**config.mk**
```make
export PLATFORM = sky130hd
export DESIGN_NAME = mul_sequencer
export DESIGN_NICKNAME = d
export VERILOG_FILES = /design/src/rtl/mul_sequencer.sv
export SDC_FILE = /design/constraint.sdc
export NUM_CORES = 1
export LEC_CHECK = 0
export CORE_MARGIN = 3
export CORE_UTILIZATION = 39
export DETAILED_ROUTE_END_ITERATION = 7
export HOLD_SLACK_MARGIN = 0.08
export PLACE_DENSITY = 0.84
export SLEW_MARGIN = 10
export SYNTH_ARGS = -nofsm -noshare
export SYNTH_HDL_FRONTEND = slang
export SYNTH_SLANG_ARGS = --single-unit
export TNS_END_PERCENT = 1
```
**constraint.sdc**
```tcl
create_clock -name clk -period 1.9 [get_ports clk]
set_input_delay 0.285 -clock clk [delete_from_list [all_inputs] [get_ports clk]]
set_output_delay 0.285 -clock clk [all_outputs]
set_load 0.005 [all_outputs]
```
**src/rtl/mul_sequencer.sv**
```systemverilog
// Shift-add multiplier controller sharing the execute-stage add/sub unit; WORD RUN cycles per product.
// start is taken only in IDLE (ready=1); done pulses one cycle after the last RUN update.
module mul_sequencer #(
  parameter int WORD = 16
) (
  input  logic              clk,
  input  logic              rst_n,
  input  logic              start,
  input  logic              is_signed,
  input  logic [WORD-1:0]   mcand,
  input  logic [WORD-1:0]   mplier,
  output logic              ready,
  output logic              busy,
  output logic              done,
  output logic [2*WORD-1:0] product,
  output logic [WORD-1:0]   au_a,
  output logic [WORD-1:0]   au_b,
  output logic [1:0]        au_op,
  output logic              au_cin,
  input  logic [WORD-1:0]   au_res,
  input  logic              au_cout,
  input  logic              au_ovf
);

  localparam int CW = $clog2(WORD);
  localparam logic [CW-1:0] LAST = CW'(WORD - 1);
  localparam logic [1:0] OP_ADD = 2'b00;
  localparam logic [1:0] OP_SUB = 2'b10;

  typedef enum logic [1:0] {
    IDLE = 2'b00,
    RUN  = 2'b01,
    DONE = 2'b10
  } state_t;

  state_t          state_q, state_d;
  logic [CW-1:0]   count_q, count_d;
  logic [WORD-1:0] p_hi_q, p_hi_d;
  logic [WORD-1:0] p_lo_q, p_lo_d;
  logic [WORD-1:0] mcand_q, mcand_d;
  logic            signed_q, signed_d;
  logic            ext;
  logic            last_iter;

  assign last_iter = (count_q == LAST);

  always_comb begin
    state_d  = state_q;
    count_d  = count_q;
    p_hi_d   = p_hi_q;
    p_lo_d   = p_lo_q;
    mcand_d  = mcand_q;
    signed_d = signed_q;
    au_a     = '0;
    au_b     = '0;
    au_op    = OP_ADD;
    au_cin   = 1'b0;
    ext      = 1'b0;

    case (state_q)
      IDLE: begin
        if (start) begin
          mcand_d  = mcand;
          signed_d = is_signed;
          p_hi_d   = '0;
          p_lo_d   = mplier;
          count_d  = '0;
          state_d  = RUN;
        end
      end
      RUN: begin
        au_a  = p_hi_q;
        au_b  = p_lo_q[0] ? mcand_q : '0;
        // Multiplier MSB carries negative weight in two's complement.
        au_op = (signed_q && last_iter) ? OP_SUB : OP_ADD;
        // True sign of the signed sum/difference is res MSB corrected by overflow.
        ext   = signed_q ? (au_res[WORD-1] ^ au_ovf) : au_cout;
        {p_hi_d, p_lo_d} = {ext, au_res, p_lo_q[WORD-1:1]};
        count_d = count_q + 1'b1;
        if (last_iter) begin
          state_d = DONE;
        end
      end
      DONE: begin
        state_d = IDLE;
      end
      default: begin
        state_d = IDLE;
      end
    endcase
  end

  always_ff @(posedge clk) begin
    if (!rst_n) begin
      state_q  <= IDLE;
      count_q  <= '0;
      p_hi_q   <= '0;
      p_lo_q   <= '0;
      mcand_q  <= '0;
      signed_q <= 1'b0;
    end else begin
      state_q  <= state_d;
      count_q  <= count_d;
      p_hi_q   <= p_hi_d;
      p_lo_q   <= p_lo_d;
      mcand_q  <= mcand_d;
      signed_q <= signed_d;
    end
  end

  assign ready   = (state_q == IDLE);
  assign busy    = (state_q == RUN);
  assign done    = (state_q == DONE);
  assign product = {p_hi_q, p_lo_q};

endmodule

```
======== After elaboration in Yosys (flattened, before gate mapping) ========
Index checks and enable logic that the tools add are counted.
operators by class
  $add $sub $neg .......................... 1
  $mul .................................... 0
  div/mod/pow operators ................... 0
  magnitude comparators ................... 0
  equal/unequal tests ..................... 5
  shifts and indexed selects .............. 0
  multiplexer cells ....................... 15
  bitwise operators ....................... 1
  reduce and logical (&&, ||, !) cells .... 6
operator list
  kind                 number
  $mux 16              5
  $pmux 16 s2          2
  $mux 2               4
  $pmux 4 s2           1
  $reduce_and 2->1     3
  $add 4x1->4 const B  1
  $eq 4x4->1 const B   1
  $mux 4               1
  $pmux 2 s2           1
  $eq 2x1->1 const B   1
  $eq 2x2->1 const B   1
  $logic_not 2->1      1
  $ne 2x1->1 const B   1
  $ne 2x2->1 const B   1
  $reduce_bool 2->1    1
  $logic_and 1x1->1    1
  $mux 1               1
  $xor 1x1->1          1
storage, ports and cells
  flip-flop bits (word level) ............. 55
  latch bits .............................. 0
  memory bits (writable) .................. 0
  memory bits (read-only) ................. 0
  input bits .............................. 54
  word-level logic and storage cells ...... 34
  memories kept ........................... 0

======== Longest topological paths before layout ========
Gate-level depths: netlist of run 1.
  depth in word-level cells ............... 4
  mapped depth ............................ 6
  gate-level depth less buffers ........... 4

======== Worst setup path before layout of run 1 ========
OpenSTA, ideal clock, no wires.
  kind .................................... flip-flop to flip-flop
  start point ............................. register state_q[0]
  end point ............................... register p_lo_q[13]
  setup time .............................. 0.117 ns
  arrival ................................. 1.225 ns
  required time ........................... 1.783 ns
  path slack .............................. 0.557 ns
  cell stages (with the launch flop) ...... 7
  buffers on the path ..................... 3
  path through ............................ dfxtp_1 buf_6 or3b_1 buf_6 buf_6 o221ai_2 nor2_1
between the ends
  cells in the longest elaborated chain, start to end .. 3
  elaborated cells on any way between the ends .. 6
RTL lines
  item                                                                     RTL line  source
  start, declared                                                          36        state_t state_q, state_d;
  start signal, assigned                                                   102       state_q <= state_d;
  $eq 2x1->1 / $logic_not 2->1 (equally long branches)                     60        case (state_q)
  $reduce_bool 2->1 (no source line) / $ne 2x2->1 (equally long branches)  n/a
  $reduce_and 2->1 (no source line)                                        n/a
  end signal, assigned                                                     105       p_lo_q <= p_lo_d;
  end, declared                                                            39        logic [WORD-1:0] p_lo_q, p_lo_d;
Parallel ways exist; a longest one is shown, timed or not.
A chain may end at the register's enable or synchronous reset.

======== Final worst setup path of run 1 ========
  start point ............................. register state_q[1]
  end point ............................... output au_b[13]
between the ends
  cells in the longest elaborated chain, start to end .. 2
RTL lines
  item           RTL line  source
  $eq 2x1->1     60
  $mux 16        60
  end, declared  17        output logic [WORD-1:0] au_b,
Every way passes these cells.

==> impl_results.md, run 1 <==
* DRC viols at 0
* Final min period at 1.72 ns
* First-pass GRT wire length at about 11000 um
* Setup violation total in the final timing report at 0
* Fmax at slightly below 600 MHz
* Worst Path Max Fanout at 23
* Top delay family on crit path: buffers and inverters
* Via count at roughly 2.4k
* PwrDens at roughly 640 nW/um2
* Area leader, netlist: dfxtp_1
* Hpwl dp at 4850 um
* Post-Syn Instances at between 200 and 300
* Syn Std Cell Area at ~2400 um2
* Post-synth EDFFs at 0
* Nets at 448
* GRT overflow at 0
* Total track usage at 0.186
* Input/output buffers at between 100 and 150
* Crit path kind: register to output port
* Status: finished, final reports clean
* Leakage at between 0.0015 and 0.002 uW
* Setup TNS at 0 ns
* Clk_lat worst skew at 0.30 ns
* Post-synthesis sequential element count at 55
* Fin cells at ~470
* Die X at approximately 84 um
* Share of layout cells above drive strength 1 at 0.109
* CP max-delay cell: dfxtp_1
* CP required at 1.62 ns
* Routed WL at ~6600 um
* Final Wtd Congestion at between 0.7 and 0.8
* DIE HEIGHT at roughly 84 um
* Synth top cells by count: 55 x dfxtp_1, 35 x nand2_1, 27 x nor2_1, 25 x a21oi_1
* Total core area at between 5000 and 6000 um2
* Initial antenna violation count at 0
* Largest cells by area after synthesis: dfxtp_1 47%, a22o_1 6.3%, nand2_1 5.6%, a21oi_1 5.3%, o221ai_1 4.8%
* Root Driver: clkbuf_8
* Sequential element share of the synthesized area at 0.468
* Largest net degree at the start of global routing at 24
* Row cnt at 27
* Yosys warns at 0
* Final worst clock skew at around 0.0047 ns
* Asr flop ratio synth at 0
* Slew Viols, Final at 0
* Buffers & Inverters on Critical Path at 3
* Vias in the first global route at 2309
* Most numerous cell in the Yosys netlist: dfxtp_1
* Max Cap Viol at 0
* Mean Syn Cell Area at ~8.8 um2
* CTS Buf Count at 5
* Via density at roughly 5.0
* Num Clock Sinks at 55
* Initial drt markers at 88
* Synth cell types at 32
* Die Area at between 7000 and 8000 um2
* CP Launch Type: register
* Max rail drop VDD at roughly 0.38 mV
* Ys flop type: dfxtp_1
* ANT nets after route at 0
* Crit path cell chain: nand2b_1 -> inv_2 -> buf_12 -> and3_1 -> dlygate4sd2_1
* Clock slew at reported path FFs at approximately 0.09 ns
* Final critical-path share of the clock period at 0.904
* Diode count at 0
* Synth top area share at 0.468
* I/O pins at about 120
* Hold crit path type: register to register
* Starting Density at 0.415
* H-tree depth at 2
* Max clock buf depth at 2
* Critical path capture point type: output port
* Area Overhead vs Synth at 59.5%
* TritonCTS clock tree: done
* Placed cells at between 400 and 500
* 1st-pass router iterations at 4
* Critical path arrival at 1.43 ns
* Drt wl/cell at between 10 and 15 um
* Final Hold Fails at 0
* Crit-path max cell delay at between 0.3 and 0.4 ns
* RSZ-0062 raised after global routing: no
registers in the layout, summed over array words and instances (netlist names):
name,cells
p_lo_q,16
mcand_q,16
signed_q,1
count_q,4
p_hi_q,16
state_q,2
layout make-up:
| type | count | area, um2 |
|---|---|---|
| Clock buffer | 7 | 76.3 |
| Sequential cell | 55 | 1100 |
| Multi-Input combinational cell | 185 | 1110 |
| Timing Repair Buffer | 142 | 1350 |
| Clock inverter | 1 | 5.00 |
| Inverter | 4 | 18.8 |
| Fill cell | 500 | 1920 |
| Tap cell | 72 | 90.1 |
per-stage QoR:
| step | util | area [um2] | power [uW] | hold WS (ns) | setup WS [ns] |
|---|---|---|---|---|---|
| 2_1_floorplan | - | 2360 | 1520 | 0.418 | 0.557 |
| 3_3_place_gp | 0.642 | 3650 | 1800 | 0.438 | 0.196 |
| 3_5_place_dp | 0.642 | 3650 | 1820 | 0.444 | 0.158 |
| 4_1_cts | 0.653 | 3700 | 2420 | 0.456 | 0.0239 |
| 5_1_grt | 0.661 | 3750 | 2540 | 0.469 | 0.0485 |
| 6_report | 0.661 | 3750 | 2400 | 0.456 | 0.182 |
per-layer routing:
layer | wire length [um] | vias up | track usage | part of all wire
met5 | 0 | - | 0 | 0
met1 | 2830 | 1075 | 0.224 | 0.43
met4 | 64 | 0 | 0.0409 | 0.0097
li1 | - | 1185 | - | -
met3 | 416 | 8 | 0.0602 | 0.063
met2 | 3320 | 83 | 0.322 | 0.50
kinds of logic after synthesis:
group	share of synthesized area
xor+xnor	0.00372
simple gates	0.247
mux	0.00478
fa+ha+maj	0.00532
buf+inv	0.0627
flops	0.468
other cells	0.00159
compound gates	0.207
worst paths after layout:
kind,startpoint,endpoint,slack (ns),depth (start not counted)
setup / recovery,state_q[1]$_SDFFE_PN0P_,au_b[13],0.18,5
hold / removal,mcand_q[3]$_SDFFE_PN0P_,mcand_q[3]$_SDFFE_PN0P_,0.46,2
setup reg to reg,state_q[0]$_SDFFE_PN0P_,p_lo_q[8]$_SDFFE_PN0P_,0.47,5
hold reg to reg,mcand_q[3]$_SDFFE_PN0P_,mcand_q[3]$_SDFFE_PN0P_,0.46,2
worst min-delay path, cell delays in order, from the launching register on:
cell and delay [ns]:
dfxtp_1 0.31, nand2_1 0.05, a21oi_1 0.05
report_power, final:
part / total (uW) / switching (uW) / internal, uW / leakage, uW
sequential: 1290 / 62.4 / 1230 / 0.000453
clock: 606 / 346 / 260 / 0.0000422
combinational: 498 / 195 / 303 / 0.00120
cell usage in the layout (no fill, tap or decap), types with 6 or more instances in the layout:
cell type and count:
a22o_1 17, nand2_1 35, nor2_1 27, o21ai_0 6
buf_4 18, dfxtp_1 54, o221ai_1 13, clkdlybuf4s50_1 86
and2_1 16, a21oi_1 25, dlygate4sd2_1 33, or3b_2 6
and3_1 17
timing repair:
| action | 4_1_cts | 5_1_grt |
|---|---|---|
| hold buffers | 0 | 0 |
| buffers inserted | 0 | 5 |
| resized for setup | 39 | 4 |
| setup endpoints to repair | 34 | 2 |
No activity file was read; power rests on OpenSTA's default activity.
==> run 2: changes to the inputs <==
--- a/config.mk
+++ b/config.mk
@@ -10,6 +10,7 @@
 export DETAILED_ROUTE_END_ITERATION = 7
 export HOLD_SLACK_MARGIN = 0.08
 export PLACE_DENSITY = 0.84
+export RECOVER_POWER = 25
 export SLEW_MARGIN = 10
 export SYNTH_ARGS = -nofsm -noshare
 export SYNTH_HDL_FRONTEND = slang
==> run 2 against run 1 <==
Flip-flop and latch count unchanged. Critical path depth unchanged. Maximum frequency decreased by 0.50%. Power about the same. Register-to-register slack got worse by 0.30 ns. Clock power about the same.
==> impl_results.md, run 2 (synthesis gave the netlist of run 1 again) <==
* Status: finished, final reports clean
* First-pass GRT wire length at 11000 um (unchanged)
* NetSw at 606 uW (+0.39%)
* ANT nets after route at 0 (unchanged)
* Die X at 83.7 um (unchanged)
* Leakage at 0.00169 uW (-0.65%)
* Root Driver: clkbuf_8
* DRC viols at 0 (unchanged)
* Num Clock Sinks at 55 (unchanged)
* Via count at 2353 (+0.085%)
* Total track usage at 0.186 (unchanged)
* Final worst clock skew at 0.00373 ns (-0.00102 ns)
* Setup violation total in the final timing report at 0 (unchanged)
* Crit path kind: register to register
* Final min period at 1.73 ns (+0.00860 ns)
* Largest net degree at the start of global routing at 24 (unchanged)
* Initial antenna violation count at 0 (unchanged)
* Max rail drop VDD at 0.381 mV (about the same)
* Fmax at 579 MHz (-0.50%)
* Routed WL at 6640 um (+0.11%)
* CTS Buf Count at 5 (unchanged)
* Hold-fix buffers at CTS at 0 (unchanged)
* Final critical-path share of the clock period at 0.909 (+0.00453)
* Vias in the first global route at 2309 (unchanged)
* H-tree depth at 2 (unchanged)
* Fillers at 504 (+0.80%)
* Share of layout cells above drive strength 1 at 0.0990 (-0.0102)
* Fin util at 0.658 (-0.00353)
* Met2 global-route usage at 0.322 (unchanged)
* Worst Path Max Fanout at 17 (-26%)
* Die Area at 7000 um2 (unchanged)
* Fin cells at 466 (unchanged)
* Most frequent cells in the layout: 84 x clkdlybuf4s50_1, 54 x dfxtp_1, 35 x nand2_1, 33 x dlygate4sd2_1, 27 x nor2_1
* TritonCTS clock tree: done
* Cell-internal power at 1790 uW (-0.21%)
* Relative slew slack at 0.422
* Initial drt markers at 96 (+9.1%)
* Total core area at 5680 um2 (unchanged)
* Setup TNS at 0 ns (unchanged)
* I/O pins at 124 (unchanged)
* Row cnt at 27 (unchanged)
* Sequential cell area at 1100 um2 (unchanged)
* CP required at 2.10 ns (+0.48 ns)
* Most common cell after layout, fill and taps aside: clkdlybuf4s50_1
* 1st-pass router iterations at 4 (unchanged)
* GR peak layer: met2
* Max Cap Viol at 0 (unchanged)
* Via density at 5.05 (about the same)
* Critical path arrival at 1.92 ns (+0.49 ns)
* Cells on worst reg2reg path at 5 (unchanged)
* Hold path cells at 2 (unchanged)
* Hold crit path type: register to register
* Slew Viols, Final at 0 (unchanged)
* Placed cells at 453 (unchanged)
* Worst Setup SP: state_q[1]$_SDFFE_PN0P_
* Drt wl/cell at 14.2 um (+0.11%)
* PwrDens at 641 nW/um2 (+0.48%)
* RSZ-0062 raised after global routing: no
* Slew of the pin with the lowest slew margin at a little under 0.9 ns
* Input/output buffers at 121 (unchanged)
* R2R Path Start: state_q[1]$_SDFFE_PN0P_
* GRT overflow at 0 (unchanged)
* Area Overhead vs Synth at 58.6%
* Combinational power share at 0.207 (about the same)
* Diode count at 0 (unchanged)
* Critical path capture point type: register
* Top flop regs: mcand_q (16), p_hi_q (16), p_lo_q (16)
* Global routing usage on met3 at 0.0602 (unchanged)
* Hold wc startpoint: mcand_q[10]$_SDFFE_PN0P_
* Multi-input logic area at 1110 um2 (unchanged)
* Hpwl dp at 4850 um (unchanged)
* Clock slew at reported path FFs at 0.09 ns (about the same)
* Max clock buf depth at 2 (unchanged)
* Final Wtd Congestion at 0.751 (unchanged)
* Nets at 448 (unchanged)
* Clk_lat worst skew at 0.29 ns (about the same)
* Final Hold Fails at 0 (unchanged)
* Sw frac at 0.253 (+0.00113)
* CP Launch Type: register
* Clock power share at 0.254 (about the same)
* Part of the power in registers at 0.540 (about the same)
* Starting Density at 0.415 (unchanged)
* DIE HEIGHT at 83.7 um (unchanged)
* Met1 Resource Use GR at 0.224 (unchanged)
## run 2: cell count changes in the layout (fill, tap and decap cells not counted), moves of 2 or more
| cell | change |
|---|---|
| dlygate4sd3_1 | +2 |
| clkbuf_2 | +2 |
| clkdlybuf4s50_1 | -2 |
| clkbuf_1 | +3 |
| buf_4 | -4 |
## run 2: per-layer routing
layer  routed length, um  vias up
li1                    -     1185
met1                2790     1068
met2                3340       92
met3                 444        8
met4                  64        0
met5                   0        -
## run 2: power by group through the flow
stage / Combinational [uW] / Clock (uW) / Sequential, uW
2_1_floorplan: 215 / 0 / 1310
3_3_place_gp: 489 / 0 / 1310
3_5_place_dp: 500 / 0 / 1320
4_1_cts: 503 / 626 / 1290
5_1_grt: 543 / 686 / 1300
6_report: 495 / 608 / 1290
## run 2: path summary, 6_finish.rpt
check,slack [ns],end
setup / recovery,0.17,p_hi_q[0]$_SDFFE_PN0P_
hold / removal,0.46,mcand_q[10]$_SDFFE_PN0P_
setup reg to reg,0.17,p_hi_q[0]$_SDFFE_PN0P_
hold reg to reg,0.46,mcand_q[10]$_SDFFE_PN0P_
## run 2: critical path: stages (launching register included)
cell and delay [ns]:
dfxtp_1 0.33, clkbuf_2 0.18, clkbuf_1 0.28, and3b_1 0.24, clkbuf_2 0.27, a22o_1 0.31
## run 2: cell type report
| cell class | count | share of cell area |
|---|---|---|
| Sequential cell | 55 | 0.295 |
| Tap cell | 72 | 0.0241 |
| Clock buffer | 7 | 0.0204 |
| Inverter | 4 | 0.00503 |
| Clock inverter | 1 | 0.00134 |
| Multi-Input combinational cell | 185 | 0.297 |
| Timing Repair Buffer | 142 | 0.357 |
## run 2: stage by stage
step	instance area [um2]	setup slack [ns]	total power, uW	hold slack (ns)
3_5_place_dp	3650	0.158	1820	0.444
2_1_floorplan	2360	0.557	1520	0.418
3_3_place_gp	3650	0.196	1800	0.438
6_report	3730	0.174	2390	0.456
4_1_cts	3700	0.0239	2420	0.456
5_1_grt	3730	0.0350	2530	0.469
## run 2: what timing repair did
item | CTS | global route
gates resized for setup | 39 | 4
setup buffers | 0 | 5
pin swaps | 0 | 0
endpoints found under the setup margin | 34 | 2
